## config.mk

```make
export PLATFORM = sky130hd
export DESIGN_NAME = stopwatch_lap_flat
export DESIGN_NICKNAME = d
export VERILOG_FILES = /design/src/rtl/stopwatch_pkg.sv /design/src/rtl/stopwatch_lap_if.sv /design/src/rtl/stopwatch_lap_key_pulse.sv /design/src/rtl/stopwatch_lap.sv /design/src/flat_wrapper.sv
export SDC_FILE = /design/constraint.sdc
export NUM_CORES = 1
export LEC_CHECK = 0
export CAP_MARGIN = 15
export CELL_PAD_IN_SITES_DETAIL_PLACEMENT = 1
export CELL_PAD_IN_SITES_GLOBAL_PLACEMENT = 2
export CORE_MARGIN = 2
export CORE_UTILIZATION = 43
export DETAILED_ROUTE_END_ITERATION = 6
export GPL_ROUTABILITY_DRIVEN = 1
export PLACE_DENSITY = 0.9
export REMOVE_ABC_BUFFERS = 1
export SLEW_MARGIN = 20
export SYNTH_ARGS = -nofsm -noshare
export SYNTH_HDL_FRONTEND = slang
export SYNTH_SLANG_ARGS = --single-unit
export TNS_END_PERCENT = 10
```

## constraint.sdc

```tcl
create_clock -name clk -period 4.1 [get_ports clk]
set_clock_uncertainty 0.1 [all_clocks]
set_input_delay 0.82 -clock clk [delete_from_list [all_inputs] [get_ports clk]]
set_output_delay 0.82 -clock clk [all_outputs]
set_load 0.01 [all_outputs]
```

## src/rtl/stopwatch_pkg.sv

```systemverilog
// stopwatch_pkg: shared state type and time constants for the stopwatch and its display modules
package stopwatch_pkg;
  typedef enum logic [1:0] {IDLE, RUN, PAUSE, VIEW} state_t;
  localparam int CS_PER_SEC = 100;
  localparam int MAX_TIME_DFLT = 359999;
  localparam int CS_PER_MIN = 6000;
  localparam int CS_PER_10S = 1000;
  localparam int CS_PER_S = 100;
endpackage

```

## src/rtl/stopwatch_lap_if.sv

```systemverilog
// stopwatch_lap_if: key inputs and display/status outputs of the stopwatch core
interface stopwatch_lap_if #(parameter int CNT_W = 19, parameter int IDX_W = 3);
  logic key2, key1, key0;
  logic [CNT_W-1:0] time_display, time_counter;
  logic counting, paused, viewing, lap_full, overflow;
  logic [IDX_W:0] lap_count;
  logic [IDX_W-1:0] lap_index;
  modport master(output key2, key1, key0, input time_display, time_counter, counting, paused, viewing, lap_count, lap_index, lap_full, overflow);
  modport slave(input key2, key1, key0, output time_display, time_counter, counting, paused, viewing, lap_count, lap_index, lap_full, overflow);
endinterface

```

## src/rtl/stopwatch_lap_key_pulse.sv

```systemverilog
// key_pulse: 2-FF synchroniser plus falling-edge one-shot for an active-low key
module key_pulse (
  input  logic clk,
  input  logic rst_n,
  input  logic key_n,
  output logic pulse
);
  logic [2:0] sh;
  always_ff @(posedge clk or negedge rst_n)
    if (!rst_n) begin
      sh <= 3'b111;
      pulse <= 1'b0;
    end else begin
      sh <= {sh[1:0], key_n};
      pulse <= sh[2] & ~sh[1];
    end
endmodule

```

## src/rtl/stopwatch_lap.sv

```systemverilog
// stopwatch_lap: centisecond stopwatch with start/pause, lap capture and lap browsing
module stopwatch_lap
  import stopwatch_pkg::*;
#(
  parameter int TICK_DIV  = 500000,
  parameter int CNT_W     = 19,
  parameter int MAX_TIME  = MAX_TIME_DFLT,
  parameter int LAP_DEPTH = 8,
  parameter int IDX_W     = $clog2(LAP_DEPTH)
) (
  input logic clk,
  input logic key3,
  stopwatch_lap_if.slave bus
);
  localparam int PW = $clog2(TICK_DIV);
  logic p2, p1, p0, s2, s1, s0, tick, full, ret_pause, ovf;
  state_t state;
  logic [PW-1:0] presc;
  logic [CNT_W-1:0] tc;
  logic [IDX_W:0] lap_count;
  logic [IDX_W-1:0] lap_index;
  logic [CNT_W-1:0] laps [LAP_DEPTH];
  key_pulse u_k2 (.clk(clk), .rst_n(key3), .key_n(bus.key2), .pulse(p2));
  key_pulse u_k1 (.clk(clk), .rst_n(key3), .key_n(bus.key1), .pulse(p1));
  key_pulse u_k0 (.clk(clk), .rst_n(key3), .key_n(bus.key0), .pulse(p0));
  assign s2 = p2;
  assign s1 = p1 & ~p2;
  assign s0 = p0 & ~p2 & ~p1;
  assign tick = (state == RUN) && (presc == PW'(TICK_DIV - 1));
  assign full = lap_count == (IDX_W+1)'(LAP_DEPTH);
  always_ff @(posedge clk or negedge key3)
    if (!key3) begin
      state <= IDLE;
      ret_pause <= 1'b0;
      presc <= '0;
      tc <= '0;
      lap_count <= '0;
      lap_index <= '0;
      ovf <= 1'b0;
    end else begin
      if (state == RUN) presc <= tick ? '0 : presc + 1'b1;
      if (tick) begin
        tc <= (tc == CNT_W'(MAX_TIME)) ? '0 : tc + 1'b1;
        if (tc == CNT_W'(MAX_TIME)) ovf <= 1'b1;
      end
      case (state)
        IDLE:
          if (s2) begin
            state <= RUN;
            presc <= '0;
          end else if (s0 && lap_count != '0) begin
            state <= VIEW;
            lap_index <= '0;
            ret_pause <= 1'b0;
          end
        RUN:
          if (s2) state <= PAUSE;
          else if (s1 && !full) lap_count <= lap_count + 1'b1;
        PAUSE:
          if (s2) state <= RUN;
          else if (s0 && lap_count != '0) begin
            state <= VIEW;
            lap_index <= '0;
            ret_pause <= 1'b1;
          end
        VIEW:
          if (s2) state <= ret_pause ? PAUSE : IDLE;
          else if (s0) lap_index <= ({1'b0, lap_index} == lap_count - 1'b1) ? '0 : lap_index + 1'b1;
      endcase
    end
  // lap storage needs no reset; entries beyond lap_count are never shown
  always_ff @(posedge clk)
    if (state == RUN && s1 && !full) laps[lap_count[IDX_W-1:0]] <= tc;
  assign bus.time_counter = tc;
  assign bus.time_display = (state == VIEW) ? laps[lap_index] : tc;
  assign bus.counting = (state == RUN) || (state == PAUSE) || (state == VIEW && ret_pause);
  assign bus.paused = state == PAUSE;
  assign bus.viewing = state == VIEW;
  assign bus.lap_count = lap_count;
  assign bus.lap_index = lap_index;
  assign bus.lap_full = full;
  assign bus.overflow = ovf;
endmodule

```

## src/flat_wrapper.sv

```systemverilog
// flat-port wrapper written by rule: the top's interface ports become plain ports
module stopwatch_lap_flat import stopwatch_pkg::*;
#(
  parameter int TICK_DIV  = 500000,
  parameter int CNT_W     = 19,
  parameter int MAX_TIME  = MAX_TIME_DFLT,
  parameter int LAP_DEPTH = 8,
  parameter int IDX_W     = $clog2(LAP_DEPTH)
)
  (clk, key3, bus_key2, bus_key1, bus_key0, bus_time_display, bus_time_counter, bus_counting, bus_paused, bus_viewing, bus_lap_count, bus_lap_index, bus_lap_full, bus_overflow);
  stopwatch_lap_if #(.CNT_W(CNT_W), .IDX_W(IDX_W)) bus_i ();
  input logic clk;
  input logic key3;
  input wire logic [$bits(bus_i.key2)-1:0] bus_key2;
  input wire logic [$bits(bus_i.key1)-1:0] bus_key1;
  input wire logic [$bits(bus_i.key0)-1:0] bus_key0;
  output wire logic [$bits(bus_i.time_display)-1:0] bus_time_display;
  output wire logic [$bits(bus_i.time_counter)-1:0] bus_time_counter;
  output wire logic [$bits(bus_i.counting)-1:0] bus_counting;
  output wire logic [$bits(bus_i.paused)-1:0] bus_paused;
  output wire logic [$bits(bus_i.viewing)-1:0] bus_viewing;
  output wire logic [$bits(bus_i.lap_count)-1:0] bus_lap_count;
  output wire logic [$bits(bus_i.lap_index)-1:0] bus_lap_index;
  output wire logic [$bits(bus_i.lap_full)-1:0] bus_lap_full;
  output wire logic [$bits(bus_i.overflow)-1:0] bus_overflow;
  assign bus_i.key2 = bus_key2;
  assign bus_i.key1 = bus_key1;
  assign bus_i.key0 = bus_key0;
  assign bus_time_display = bus_i.time_display;
  assign bus_time_counter = bus_i.time_counter;
  assign bus_counting = bus_i.counting;
  assign bus_paused = bus_i.paused;
  assign bus_viewing = bus_i.viewing;
  assign bus_lap_count = bus_i.lap_count;
  assign bus_lap_index = bus_i.lap_index;
  assign bus_lap_full = bus_i.lap_full;
  assign bus_overflow = bus_i.overflow;
  stopwatch_lap #(.TICK_DIV(TICK_DIV), .CNT_W(CNT_W), .MAX_TIME(MAX_TIME), .LAP_DEPTH(LAP_DEPTH), .IDX_W(IDX_W)) u_core (.clk(clk), .key3(key3), .bus(bus_i));
endmodule
```

==> results.py <==
metrics = {
    "clock_network": {
        "clk_latency_ns": 0.52,
        "clockBufferDepth": 3,
        "path_clk_slew_ns": 0.06,
        "postCtsSetupRepairBufs": 0,
        "cts_max_level": 1,
        "clock-sinks": 213,
        "cts_tree": "built",
        "cts-root-buf": "clkbuf_16",
        "holdBufCountCts": 0,
        "cts_resized": 0,
        "numCtsBuffers": 24,
    },
    "cells_and_area": {
        "instances_no_fill": 945,
        "final_nets": 673,
        "diodes": 0,
        "drive_above_1_share": 0.178,
        "area_growth_pct": 19.3,
    },
    "worst_setup_path": {
        "crit_path_start_kind": "flop",
        "max_stage_delay_ns": 0.54,
        "path_class": "flop to output port",
        "worst-path-buf-inv": 2,
        "cp.depth": 5,
        "crit_path_end": "bus_time_display[2]",
        "r2r_slack_ns": 1.09,
        "crit_path_end_kind": "output port",
        "cp_slowest_cell": "mux4_2",
        "timing.rr.end": "u_core.laps[7][13]$_DFFE_PP_",
        "cp.required_ns": 3.18,
        "crit_arrival_ns": 2.73,
        "timing.rr.start": "u_core.bus.lap_count[1]$_DFFE_PN0P_",
        "path_cells": "buf_12, mux4_2, mux2i_1, a21oi_1, clkdlybuf4s50_1",
        "crit_path_max_fanout": 39,
        "critical-path-top-delay-family": "buffers and inverters",
        "rr_worst_depth": 7,
        "startpoint": "u_core.bus.lap_index[0]$_DFFE_PN0P_",
    },
    "power_and_ir_drop": {
        "power_density_mw_per_mm2": 547,
        "irDropWorstVdd_mv": 0.378,
        "finalPower_w": 0.00585,
        "power_leakage_nw": 3.64,
    },
    "run": {
        "max_cap_violations": 0,
    },
    "sta": {
        "finalHoldViolCount": 0,
        "slew_viol_final": 0,
        "rsz0062_at_grt": "false",
        "clock.fmax_mhz": 274,
        "setup_tns_ns": 0,
        "finalCritPeriodShare": 0.889,
        "slew_headroom": 0.365,
        "tightestPinTransition_ns": 0.943,
        "holdWs_ns": 0.256,
        "setup_viol": 0,
        "period_needed_ns": 3.65,
        "fin_ws_ns": 0.454,
    },
    "route": {
        "routed.top_layer": "met4",
        "remaining_drc_errors": 0,
        "vias_per_cell": 5.57,
        "ant_nets": 0,
        "dr.pass1.iters": 4,
        "wl_per_cell_um": 20.9,
        "drt_wl_total_um": 19800,
        "met2_length_um": 10300,
        "met3_length_um": 672,
        "first_iter_violations": 294,
        "vias": 5267,
        "wl_met1_um": 8270,
    },
    "logic_synthesis": {
        "synth-main-ff-cell": "edfxtp_1",
        "yosysWarnings": 0,
        "synth_seq_cells": 213,
        "synth_common_cells": "edfxtp_1, dfrtp_1, nor2_1, mux4_2, nand2_1",
        "synth_edf_count": 152,
        "yosysMostFrequentCell": "edfxtp_1",
        "synth_cells": 585,
        "async_flop_share": 0.286,
        "seq_area_frac_synth": 0.680,
        "netlist-cell-type-count": 53,
        "synth_top_cell_by_area": "edfxtp_1",
        "synth_top_cell_area_share": 0.508,
        "syn_avg_cell_area_sq_um": 15.3,
        "netlist_area_sq_mm": 0.00898,
        "synth_area_leaders": "edfxtp_1, dfrtp_1, mux4_2",
    },
    "hold_path": {
        "hp-start": "u_core.u_k0.sh[0]$_DFF_PN1_",
        "worstHoldPathType": "flop to flop",
    },
    "global_route": {
        "grt_pass1_vias": 5827,
        "grt_start_max_net_pins": 43,
        "track_usage": 0.187,
        "grt_pass1_wl_um": 32200,
        "antenna_found_initial": 0,
        "grt_overflow": 0,
    },
    "placed_design": {
        "dp_hpwl_um": 12200,
        "dp_slack_ns": 0.948,
        "port_buffers": 54,
        "dp_cells": 901,
        "gp_congestion": 0.799,
    },
    "floorplan": {
        "die_w_um": 148,
        "core_sq_mm": 0.0204,
        "initial_core_util": 0.441,
        "io_pins": 55,
        "std_cell_rows": 52,
        "die-area_sq_mm": 0.0220,
        "die_h_um": 148,
    },
    "outcome": {
        "status": "finished, final reports clean",
    },
}
-- cell families (layout without fill, tap and decap cells) --
kind of cell / after synthesis / count (layout) / synth area share
flops: 213 / 213 / 0.680
simple gates: 163 / 163 / 0.0942
compound gates: 69 / 69 / 0.0453
mux: 59 / 59 / 0.119
buf+inv: 43 / 133 / 0.0201
xor+xnor: 27 / 27 / 0.0263
fa+ha+maj: 11 / 11 / 0.0153
-- state kept, by name, summed over array words and instances, names as in the netlist --
register / cells
u_core.bus.lap_count: 4
u_core.bus.lap_index: 3
u_core.bus.overflow: 1
u_core.bus.time_counter: 19
u_core.laps: 152
u_core.presc: 19
u_core.ret_pause: 1
u_core.state: 2
u_core.u_k0.pulse: 1
u_core.u_k0.sh: 3
u_core.u_k1.pulse: 1
u_core.u_k1.sh: 3
u_core.u_k2.pulse: 1
u_core.u_k2.sh: 3
-- stage by stage --
step | utilization | instance area [sq um]
after CTS | 0.526 | 10700
after floorplan | - | 8860
final | 0.526 | 10700
after global placement | 0.488 | 9930
after global routing | 0.526 | 10700
after detailed placement | 0.488 | 9930
-- placed cells by master, fill, tap and decap left out, types with 3 or more instances in the layout --
cell type	netlist	final
a21o_1	6	6
a21oi_1	29	29
and3_1	4	4
buf_12	0	3
buf_4	0	15
clkbuf_1	11	8
clkbuf_16	0	24
clkdlybuf4s50_1	0	53
clkinv_2	0	4
dfrtp_1	52	51
dfstp_2	9	9
edfxtp_1	152	152
ha_1	11	10
inv_1	17	17
mux2i_1	19	19
mux4_2	38	38
nand2_1	31	31
nand2b_1	5	5
nand3_1	16	16
nand4_1	9	9
nor2_1	50	45
nor2_2	0	5
nor2b_1	6	6
nor3_1	9	7
nor4_1	6	6
o21ai_0	17	17
o21bai_1	3	3
o31ai_1	5	5
or3_1	6	6
xnor2_1	12	12
xor2_1	15	15
-- cell type report --
type	instances	area (sq um)
tap	270	338
fill	1950	9650
timing repair buffer	72	708
clock buffer	34	658
inverter	17	63.8
multi-input combinational	329	2720
sequential	213	6100
clock inverter	10	120
-- worst min path at each step --
stage / endpoint / cells after the start
after floorplan: u_core.u_k0.sh[1]$_DFF_PN1_ / 0
after global placement: u_core.u_k2.sh[1]$_DFF_PN1_ / 0
after detailed placement: u_core.u_k2.sh[1]$_DFF_PN1_ / 0
after CTS: u_core.u_k0.sh[1]$_DFF_PN1_ / 0
after global routing: u_core.u_k0.sh[1]$_DFF_PN1_ / 0
final: u_core.u_k0.sh[1]$_DFF_PN1_ / 0
-- metal layers --
metal  vias to the layer above  global-route usage
met1                      2762               0.240
met5                         -                   0
met4                         0              0.0529
li1                       2366                   -
met2                       102               0.334
met3                        37              0.0279
-- where the power goes --
part / leakage (nW) / internal, W / switching [W]
clock network: 0.375 / 0.00125 / 0.000841
registers: 2.15 / 0.00238 / 0.000108
logic: 1.11 / 0.000628 / 0.000647
total: 3.64 / 0.00426 / 0.00160
Note: power is estimated with default switching activity, not from simulation.
==> variant, RTL diff (same settings) <==
Encoding of `state_t`: now Gray code (2 bits for 4 states).
--- a/src/rtl/stopwatch_pkg.sv
+++ b/src/rtl/stopwatch_pkg.sv
@@ -2,3 +2,3 @@
 package stopwatch_pkg;
-  typedef enum logic [1:0] {IDLE, RUN, PAUSE, VIEW} state_t;
+  typedef enum logic [1:0] {IDLE = 2'b00, RUN = 2'b01, PAUSE = 2'b11, VIEW = 2'b10} state_t;
   localparam int CS_PER_SEC = 100;
Formal check against the unedited RTL: no difference found for any inputs over 10 cycles, from zero or initial values; not proved beyond that.
==> variant against the unedited design <==
- total power increased by 4.7%
- final area grew 0.79%
- largest power group unchanged
- routed wire length grew 7.7%
- critical path type unchanged
- global-route usage grew 1.4 points
- critical endpoint is now bus_time_display[14]
- register-to-register slack better by 0.40 ns
- sequential cell count unchanged
- utilization is 0.42 points higher
- fmax down 1.6%
- worst setup slack got worse by 0.059 ns
- synthesized area rose by 0.14%
==> variant: results (changes against the unedited design) <==
STATUS='finished, final reports clean'  # unchanged
FF2FF_SETUP_SLACK_NS=1.49  # was 1.09 ns
IRDROPWORSTVDD_mV=0.372  # was 0.378 mV
YS_TYPES=51  # was 53
GRT_USE_MET3_PCT=3.13  # was 2.79%
PLACED_CELL_AREA_UM2=10000  # was 9930 µm²
SYNTHMUXAREASHARE_PCT=12.3  # was 11.9%
SYNTH_XOR_AREA_SHARE_PCT=2.83  # was 2.63%
PRECTSSETUPSLACK_NS=0.861  # was 0.948 ns
WORSTHOLDPATHTYPE='primary input to asynchronous set/reset pin'  # was flop to flop
CTS_MADE_BUFFERS=23  # was 24
STATIC-LEAKAGE-POWER_nW=3.66  # was 3.64 nW
CRITICAL_PATH_ARRIVAL_NS=2.79  # was 2.73 ns
FINAL_NET_COUNT=680  # was 673
POSTSYNTHAREAPERCELL_UM2=15.4  # was 15.3 µm²
CRIT_PATH_END='bus_time_display[14]'  # was bus_time_display[2]
FIRST_GLOBAL_VIAS=5889  # was 5,827
GRTUSAGEMET2_PCT=34.3  # was 33.4%
NETLIST_TOP_CELLS_COUNT='edfxtp_1 (152), nor2_1 (58), dfrtp_1 (52)'  # was edfxtp_1 (152), dfrtp_1 (52), nor2_1 (50)
DP_HPWL_MM=13.5  # was 12.2 mm
GLOBAL_ROUTE.USAGE.MET1_PCT=26.5  # was 24.0%
GRT_START_MAX_NET_PINS=24  # was 43
TIMING.RR.END='u_core.laps[3][7]$_DFFE_PP_'  # was u_core.laps[7][13]$_DFFE_PP_
WORST-R2R-CELL-COUNT=8  # was 7
PLACE.GP.CONGESTION=0.807  # was 0.799
POWER.DENSITY_nW_PER_UM2=568  # was 547 nW/µm²
FILLERINSTANCES=1968  # was 1,950
HOLD-WORST-SLACK_NS=0.181  # was 0.256 ns
NETSWITCHINGFRACTION_PCT=27.5  # was 27.3%
POST_CTS_RESIZED=0  # unchanged
PERIOD_SHARE_PCT=90.4  # was 88.9%
DRT_WL_TOTAL_MM=21.3  # was 19.8 mm
GR-USAGE-ALL-LAYERS_PCT=20.1  # was 18.7%
SYNTHTOPCELLSBYAREA='edfxtp_1 (51%), dfrtp_1 (14%), mux4_2 (9.5%)'  # unchanged
GRT_FIRST_PASS_WIRELENGTH_MM=34.1  # was 32.2 mm
TOTAL_POWER_W=0.00613  # was 0.00585 W
-- variant: changes by cell type after synthesis, moves of 3 or more --
cell	delta
xnor2_1	+5
mux2_1	+3
o21ai_1	+9
xor2_1	-3
nor2_1	+8
o211ai_1	+3
nand2_1	+4
mux2i_1	+3
a21o_1	-6
inv_1	-5
buf_2	-4
nor4_1	+4
or3_1	-3
o21ai_0	-11
-- variant: layer usage --
layer | part of all wire [%] | wire, µm
met1 | 41 | 8770
met5 | 0 | 0
met2 | 51 | 10900
met3 | 4.6 | 972
met4 | 3.2 | 691
-- variant: area by class of cell --
type | count | area share (%)
Sequential cell | 213 | 56.5
Multi-Input combinational cell | 338 | 25.7
Timing Repair Buffer | 76 | 6.84
Clock buffer | 26 | 5.44
Tap cell | 270 | 3.13
Clock inverter | 16 | 1.98
Inverter | 12 | 0.417
